==> src/rtl/audio_pkg.sv <==
// Shared definitions for the audio sample feeder: default sample width,
// feeder state encoding and underrun counter sizing.
package audio_pkg;

    localparam int DATA_WIDTH_DEF = 16;

    localparam int                UCNT_W   = 8;
    localparam logic [UCNT_W-1:0] UCNT_MAX = '1;

    typedef enum logic [1:0] {
        ST_IDLE = 2'd0,
        ST_FILL = 2'd1,
        ST_RUN  = 2'd2
    } feeder_state_t;

endpackage

==> src/rtl/sample_fifo.sv <==
// Synchronous FIFO for stereo pairs. Push/pop requests are qualified
// internally against full/empty, and flush empties it in one cycle.
module sample_fifo #(
    parameter int WIDTH = 32,
    parameter int DEPTH = 16
) (
    input  logic                   clk,
    input  logic                   rst,
    input  logic                   push,
    input  logic                   pop,
    input  logic                   flush,
    input  logic [WIDTH-1:0]       wr_data,
    output logic [WIDTH-1:0]       rd_data,
    output logic                   full,
    output logic                   empty,
    output logic [$clog2(DEPTH):0] level
);

    localparam int AW = $clog2(DEPTH);
    localparam int LW = AW + 1;

    logic [WIDTH-1:0] mem [DEPTH];
    logic [AW-1:0]    wr_ptr;
    logic [AW-1:0]    rd_ptr;
    logic [LW-1:0]    count;
    logic             do_push;
    logic             do_pop;

    assign full    = (count == LW'(DEPTH));
    assign empty   = (count == '0);
    assign level   = count;
    assign rd_data = mem[rd_ptr];
    assign do_push = push & ~full & ~flush;
    assign do_pop  = pop & ~empty & ~flush;

    // Pointer and occupancy bookkeeping; power-of-two depth lets pointers wrap naturally
    always_ff @(posedge clk or posedge rst) begin
        if (rst) begin
            wr_ptr <= '0;
            rd_ptr <= '0;
            count  <= '0;
        end else if (flush) begin
            wr_ptr <= '0;
            rd_ptr <= '0;
            count  <= '0;
        end else begin
            if (do_push) wr_ptr <= wr_ptr + 1'b1;
            if (do_pop)  rd_ptr <= rd_ptr + 1'b1;
            if (do_push && !do_pop)      count <= count + 1'b1;
            else if (!do_push && do_pop) count <= count - 1'b1;
        end
    end

    // Sample storage, no reset needed: contents are only read when count says valid
    always_ff @(posedge clk) begin
        if (do_push) mem[wr_ptr] <= wr_data;
    end

endmodule

==> src/rtl/audio_sample_feeder.sv <==
// Buffers producer stereo pairs and hands one pair to the DAC at the start
// of every left half-frame, with prefill gating and underrun tracking.
module audio_sample_feeder
    import audio_pkg::*;
#(
    parameter int DATA_WIDTH = DATA_WIDTH_DEF,
    parameter int DEPTH      = 16,
    parameter int PREFILL    = 8
) (
    input  logic                   CLK_18_4,
    input  logic                   RST,
    input  logic                   enable,
    input  logic                   in_valid,
    output logic                   in_ready,
    input  logic [DATA_WIDTH-1:0]  in_left,
    input  logic [DATA_WIDTH-1:0]  in_right,
    input  logic                   AUD_LRCK,
    output logic [DATA_WIDTH-1:0]  left_sample,
    output logic [DATA_WIDTH-1:0]  right_sample,
    output logic [$clog2(DEPTH):0] level,
    output logic                   underrun,
    output logic [UCNT_W-1:0]      underrun_count,
    input  logic                   clear_underrun
);

    localparam int            LW        = $clog2(DEPTH) + 1;
    localparam logic [LW-1:0] PREFILL_L = LW'(PREFILL);

    feeder_state_t           state;
    feeder_state_t           state_nxt;
    logic                    lrck_q;
    logic                    strobe;
    logic                    push;
    logic                    pop;
    logic                    urun_evt;
    logic                    fill_done;
    logic                    full;
    logic                    empty;
    logic [2*DATA_WIDTH-1:0] head;

    // Reset gates in_ready so nothing is accepted while the block is held
    assign in_ready  = enable & ~full & ~RST;
    assign push      = in_valid & in_ready;
    assign strobe    = lrck_q & ~AUD_LRCK;
    // Prefill threshold counts the pair being pushed this cycle
    assign fill_done = (level + LW'(push)) >= PREFILL_L;

    sample_fifo #(
        .WIDTH (2*DATA_WIDTH),
        .DEPTH (DEPTH)
    ) u_fifo (
        .clk     (CLK_18_4),
        .rst     (RST),
        .push    (push),
        .pop     (pop),
        .flush   (~enable),
        .wr_data ({in_left, in_right}),
        .rd_data (head),
        .full    (full),
        .empty   (empty),
        .level   (level)
    );

    // Previous LRCK; held low in reset so the first edge after release cannot strobe
    always_ff @(posedge CLK_18_4 or posedge RST) begin
        if (RST) lrck_q <= 1'b0;
        else     lrck_q <= AUD_LRCK;
    end

    // State register
    always_ff @(posedge CLK_18_4 or posedge RST) begin
        if (RST) state <= ST_IDLE;
        else     state <= state_nxt;
    end

    // Next state plus pop/underrun decode; disable overrides everything
    always_comb begin
        state_nxt = state;
        pop       = 1'b0;
        urun_evt  = 1'b0;
        if (!enable) begin
            state_nxt = ST_IDLE;
        end else begin
            case (state)
                ST_IDLE: state_nxt = ST_FILL;
                ST_FILL: if (fill_done) state_nxt = ST_RUN;
                ST_RUN: begin
                    if (strobe) begin
                        if (empty) begin
                            urun_evt  = 1'b1;
                            state_nxt = ST_FILL;
                        end else begin
                            pop = 1'b1;
                        end
                    end
                end
                default: state_nxt = ST_IDLE;
            endcase
        end
    end

    // DAC sample registers: load on pop, zero on underrun or disable, else hold
    always_ff @(posedge CLK_18_4 or posedge RST) begin
        if (RST) begin
            left_sample  <= '0;
            right_sample <= '0;
        end else if (!enable || urun_evt) begin
            left_sample  <= '0;
            right_sample <= '0;
        end else if (pop) begin
            left_sample  <= head[2*DATA_WIDTH-1:DATA_WIDTH];
            right_sample <= head[DATA_WIDTH-1:0];
        end
    end

    // Sticky underrun flag and saturating counter; a coincident event beats clear
    always_ff @(posedge CLK_18_4 or posedge RST) begin
        if (RST) begin
            underrun       <= 1'b0;
            underrun_count <= '0;
        end else if (clear_underrun) begin
            underrun       <= urun_evt;
            underrun_count <= urun_evt ? UCNT_W'(1) : '0;
        end else if (urun_evt) begin
            underrun <= 1'b1;
            if (underrun_count != UCNT_MAX) underrun_count <= underrun_count + 1'b1;
        end
    end

endmodule

==> config.mk <==
export PLATFORM = sky130hd
export DESIGN_NAME = audio_sample_feeder
export DESIGN_NICKNAME = d
export VERILOG_FILES = /design/src/rtl/audio_pkg.sv /design/src/rtl/sample_fifo.sv /design/src/rtl/audio_sample_feeder.sv
export SDC_FILE = /design/constraint.sdc
export NUM_CORES = 1
export LEC_CHECK = 0
export ABC_AREA = 1
export BUFFER_PORTS_ARGS = -buffer_cell sky130_fd_sc_hd__clkbuf_2
export CORE_MARGIN = 2
export CORE_UTILIZATION = 45
export CTS_CLUSTER_SIZE = 24
export DETAILED_ROUTE_END_ITERATION = 12
export MAX_ROUTING_LAYER = met4
export REMOVE_ABC_BUFFERS = 1
export SYNTH_ARGS = -nofsm -noshare
export SYNTH_HDL_FRONTEND = slang
export SYNTH_SLANG_ARGS = --single-unit
==> constraint.sdc <==
create_clock -name CLK_18_4 -period 4.1 [get_ports CLK_18_4]
set_input_delay 0.41 -clock CLK_18_4 [delete_from_list [all_inputs] [get_ports CLK_18_4]]
set_output_delay 0.41 -clock CLK_18_4 [all_outputs]
set_load 0.005 [all_outputs]
Word level (Yosys, flattened, before mapping)
Memories as Yosys holds them, arrays and structs flattened.
Cells that the tools add are included.
Storage, ports and cells
  logic and storage cells: 84
  output and inout port bits: 47
  register bits: 57
  memories kept: 1
  input bits: 38
  memory bits (writable): 512
Memory list
  u_fifo.mem: words 16, bits a word 32, read ports 1, clocked after memory_dff 0, write ports 1, RTL line sample_fifo.sv:22  | logic [WIDTH-1:0] mem [DEPTH];
Cells by class
  reductions and logical operators: 13
  equal/unequal tests: 10
  bitwise operators: 12
  muxes and demuxes: 32
  $add $sub $neg: 6
  $lt $le $gt $ge: 1
Operators by type and width (count)
  two-way mux 16 bit: 4
  two-way mux 8 bit: 3
  two-way mux 4 bit: 4
  two-way mux 5 bit: 3
  two-way mux 1 bit: 13
  adder 4 x 1 -> 4 bit, second input constant: 2
  adder 8 x 1 -> 8 bit, second input constant: 1
  bitwise AND 1 bit: 8
  two-way mux 2 bit: 4
  != test 8 bit, second input constant: 1
  != test 3 bit, second input constant: 2
  one-hot mux 2 bit (3 select lines): 1
  nonzero test 2 bit: 3
  adder 5 x 1 -> 5 bit: 1
  adder 5 x 1 -> 5 bit, second input constant: 1
  equality test 5 bit, second input constant: 1
  greater-or-equal comparator 5 x 4 -> 1 bit, second input constant: 1
  logical NOT 5 bit: 1
  subtractor 5 x 1 -> 5 bit, second input constant: 1
  != test 2 x 1 -> 1 bit, second input constant: 2
  inverter 1 bit: 4
  logical NOT 1 bit: 3
  != test 3 x 1 -> 1 bit, second input constant: 1
  != test 3 x 2 -> 1 bit, second input constant: 1
  7 further kinds: 8

Depth between registers and ports, before layout
  depth in word-level cells: 12
  depth in mapped cells: 15
  gate-level depth less buffers: 15

Cells and area by module
Synthesis repeated with hierarchy kept, for this count alone.
Second synthesis, totals
  cells, all modules: 2001
  area, all modules: 23752.8 sq um
Modules (own cells, without submodules)
  sample_fifo: times used 1, seq. area each 15700.1 sq um, area an instance 21707.1 sq um, cells an instance 1750
  audio_sample_feeder: times used 1, seq. area each 1101.1 sq um, area an instance 2045.7 sq um, cells an instance 251

Worst setup path before layout
Ideal clock, no wire load.
  path type: register to register
  start: reg u_fifo.count[1], in the netlist u_fifo.level[1]
  end: mem u_fifo.mem[15][0] (enable)
  setup time: 421 ps
  buffers on the path: 0
  arrival: 2417 ps
  period minus slack after synthesis: 2838 ps
  data required time: 3679 ps
  stages on the path, launching flop included: 7
  slack: 1262 ps
  path through: dfrtp_1 nor2_2 nand3_1 nand2_1 nor2_4 nand3_1 nor2_1
Between the ends
  cells in the longest elaborated chain, start to end: 9
RTL lines
  start: declaration: RTL line sample_fifo.sv:25  | logic [LW-1:0] count;
  start signal: assignment: RTL line sample_fifo.sv:49  | if (do_push && !do_pop) count <= count + 1'b1;
  start signal: assignment: RTL line sample_fifo.sv:50  | else if (!do_push && do_pop) count <= count - 1'b1;
  equality test 5 bit *: RTL line sample_fifo.sv:29  | assign full = (count == LW'(DEPTH));
  inverter 1 bit *: RTL line sample_fifo.sv:33, audio_sample_feeder.sv:42
  bitwise AND 1 bit (2 in series): RTL line audio_sample_feeder.sv:42  | assign in_ready = enable & ~full & ~RST;
  bitwise AND 1 bit: RTL line audio_sample_feeder.sv:43  | assign push = in_valid & in_ready;
  bitwise AND 1 bit * (2 in series): RTL line sample_fifo.sv:33  | assign do_push = push & ~full & ~flush;
  two-way mux 1 bit *: RTL line sample_fifo.sv:56  | if (do_push) mem[wr_ptr] <= wr_data;
  two-way mux 1 bit (not written as such) *: RTL line sample_fifo.sv:56
  end: declaration: RTL line sample_fifo.sv:22
Mark *: on every way between the ends. The rest lies on a longest branch, timed or not.

Worst setup path in the final report
  start: reg u_fifo.count[1], in the netlist u_fifo.level[1]
  end: mem u_fifo.mem[14][15] (enable)
Same word-level chain as after synthesis.

==> summary.txt <==
Yosys
  – Synth async-reset ratio: 10.0%
  – Synthesized instance count: 1954
  – Syn Std Cell Area: 23000 µm²
  – Top cell type by total area after synthesis: edfxtp_1
  – Sequential area share after synthesis: 72.9%
  – Ys flop type: edfxtp_1
  – Yosys warnings: 0
  – Area contributors post-synth: edfxtp_1 (67%), nand3_1 (11%), nand2_1 (11%)
  – Synthesized flop and latch total: 569
  – Syn_area_per_cell: 11.8 µm²
  – Yosys top cell area share: 66.7%
  – EDFF count, synth: 512
  – Number of distinct library cells after synthesis: 30

Min path
  – Worst Hold Launch: clear_underrun
  – Hold WC Path Type: primary input to register
  – WHS Path Cells: 4

Route
  – Pre-antenna DRT Iters: 7
  – Final wirelength: 56800 µm
  – Initial DRC count: 1399
  – Antenna Violating Nets Remaining: 0
  – Vias: 15000
  – WL/cell: 20.7 µm
  – # DRC: 0
  – Vias/cell: 5.47

Pwr
  – Clock power share: 43.1%
  – Comb power frac: 4.7%
  – Static Leakage: 9.74 nW
  – Sw Ratio: 21.8%
  – Int Power: 9.60 mW
  – Sequential Power Share: 52.3%
  – Power Dens Cells: 469 nW/µm²
  – Total power: 12.3 mW
  – Sw Pwr: 2.67 mW
  – Peak supply drop: 328 µV

Placement
  – Port Buffer Count: 84
  – Hpwl dp: 30900 µm
  – Gpl congestion: 0.813
  – Placed insts: 2629

Setup path
  – Worst-path cell chain: nor2_2, nand3_1, nand2_1, nor2_4, nand2_1, nor2_4, buf_4
  – Crit path to: u_fifo.mem[14][15]$_DFFE_PP_
  – Slowest CP cell: nor2_4
  – FF-to-FF path depth: 7
  – Crit path launch type: register
  – Worst EP required: 4.42 ns
  – Worst path max stage delay: 0.78 ns
  – Critical path arrival: 3.08 ns
  – Crit path capture type: register
  – WP depth: 7
  – CP Max Fanout: 25
  – CP Buf/Inv Count: 1
  – WS Path Type: register to register
  – Crit path max-delay family: simple AND/OR/NAND/NOR gates
  – Reg2reg start: u_fifo.level[1]$_DFFE_PP0P_
  – Slack of the worst reg-to-reg path: 1.34 ns
  – Worst Setup SP: u_fifo.level[1]$_DFFE_PP0P_
  – Reg2reg end: u_fifo.mem[14][15]$_DFFE_PP_

Clock tree
  – CTS HTree Levels: 2
  – Clock Tree Root: clkbuf_16
  – Resized cells post-CTS: 0
  – Clock buffer depth: 3
  – # Post-CTS Setup Buffers: 0
  – Post-CTS Hold Fix Bufs: 2
  – CTS tree: yes
  – CTS buffer count: 59
  – CTS Sinks: 569
  – Clock-pin slew on the worst setup and hold paths: 0.06 ns
  – Worst-skew pair later-pin latency: 0.61 ns

Layout
  – Antenna diodes: 0
  – P&R area growth vs syn: 13.7%
  – Nets: 2070
  – # fillers: 4353
  – Util after Layout: 52.0%
  – Share of layout cells above drive strength 1: 12.1%
  – Fin cells: 2742

Die
  – Initial Util: 45.7%
  – Core box area: 50400 µm²
  – Die Height: 230 µm
  – Row cnt: 82
  – I/O Pins: 85
  – Die ar.: 53000 µm²
  – Die X: 230 µm

Timing
  – Final worst-path cycle share: 67.3%
  – Final setup fails: 0
  – Worst-Margin Slew: 1.13 ns
  – Hold Slack: 0.179 ns
  – Final Hold Vio Count: 0
  – RSZ-0062 raised after global routing: false
  – Maximum clock rate: 362 MHz
  – Final Max Tran Viols: 0
  – Relative slew slack: 24.7%
  – Clock Skews: 0.0138 ns
  – Fin Setup TNS: 0 ns
  – Final min period: 2.76 ns

Job
  – Max cap viols: 0

Global routing
  – Largest net degree at the start of global routing: 156
  – Antenna violations before repair: 0
  – Vias in the first global route: 15000
  – GRT overflow: 0
  – First-pass GRT wire length: 88600 µm
  – All-Layer GR Usage: 22.3%

Outcome
  – Outcome: finished clean
-- cell families (layout without fill, tap and decap cells) --
logic type	count (synthesis)	after routing	share of synthesized area [%]
flops	569	569	72.9
buf+inv	148	264	3.07
fa+ha+maj	12	12	0.684
xor+xnor	8	8	0.304
simple gates	1203	1203	22.7
compound gates	14	14	0.320
-- flip-flops by register name (all words and copies together) (netlist names), 2 cells and up --
name and count:
left_sample 16, u_fifo.level 5, state 2, underrun_count 8
u_fifo.wr_ptr 4, u_fifo.mem 512, right_sample 16, u_fifo.rd_ptr 4
-- worst min path at each step --
| stage | end |
|---|---|
| floorplan | lrck_q$_DFF_PP0_ |
| global placement | right_sample[15]$_DFFE_PP0P_ |
| detailed placement | right_sample[15]$_DFFE_PP0P_ |
| CTS | underrun_count[5]$_DFFE_PP0P_ |
| global route | underrun_count[5]$_DFFE_PP0P_ |
| finish | underrun_count[7]$_DFFE_PP0P_ |
-- cell type report --
type,instances,area (µm²),area share (%)
inverter,32,128,0.487
multi-input combinational,1237,5650,21.6
clock buffer,76,1600,6.11
timing repair buffer,121,853,3.26
tap,672,841,3.21
sequential,569,16800,64.2
clock inverter,35,308,1.18
-- per-layer routing --
metal	part of all wire, %	global-route usage (%)	routed length, µm
met1	44	30.0	24900
met2	48	35.7	27100
met3	6.0	2.94	3430
met4	2.4	6.49	1370
met5	0	-	0
-- through the flow --
stage / cell area [µm²] / worst slack, ns
finish: 26200 / 1.34
global route: 26200 / 1.13
CTS: 26200 / 1.30
detailed placement: 24300 / 1.15
global placement: 24300 / 1.17
floorplan: 22400 / -4.60
-- worst reg2reg max path, cell delays in order (launching register included) --
cell     delay [ns]
dfrtp_1        0.52
nor2_2         0.10
nand3_1        0.13
nand2_1        0.11
nor2_4         0.23
nand2_1        0.29
nor2_4         0.78
buf_4          0.32
-- cells in the mapped netlist (2+ instances only) --
| library cell | count |
|---|---|
| buf_1 | 8 |
| buf_4 | 14 |
| nor3_1 | 3 |
| buf_6 | 4 |
| inv_2 | 3 |
| a21oi_1 | 4 |
| nor2_1 | 28 |
| buf_2 | 56 |
| dfrtp_1 | 57 |
| nor2_4 | 2 |
| inv_1 | 28 |
| nand2_1 | 648 |
| nand2_2 | 6 |
| o21ai_0 | 8 |
| xor2_1 | 7 |
| nor2_2 | 4 |
| nand3_1 | 499 |
| and3_1 | 2 |
| clkbuf_1 | 34 |
| ha_1 | 11 |
| nand4_1 | 8 |
| edfxtp_1 | 512 |
-- placed cells by master (no fill, tap or decap), drive strengths merged --
master / synthesis / layout
ha: 11 / 11
bufinv: 0 / 5
nand2: 654 / 654
dlygate4sd3: 0 / 2
clkbuf: 34 / 160
buf: 82 / 35
fa: 1 / 1
nor3: 4 / 4
o21ai: 9 / 9
nor2: 34 / 34
a21oi: 4 / 4
nand4: 8 / 8
inv: 31 / 36
edfxtp: 512 / 512
clkinvlp: 0 / 1
clkinv: 1 / 25
nand3: 500 / 500
xor2: 7 / 7
xnor2: 1 / 1
dfrtp: 57 / 57
nor3b: 1 / 1
a31o: 1 / 1
and3: 2 / 2
-- power groups by stage --
stage | clock (mW) | combinational, mW | sequential, mW
floorplan | 0 | 0.330 | 6.56
global placement | 0 | 0.564 | 6.53
detailed placement | 0 | 0.572 | 6.53
CTS | 5.37 | 0.579 | 6.41
global route | 5.57 | 0.645 | 6.42
finish | 5.29 | 0.572 | 6.41
No activity file was read; power rests on OpenSTA's default activity.
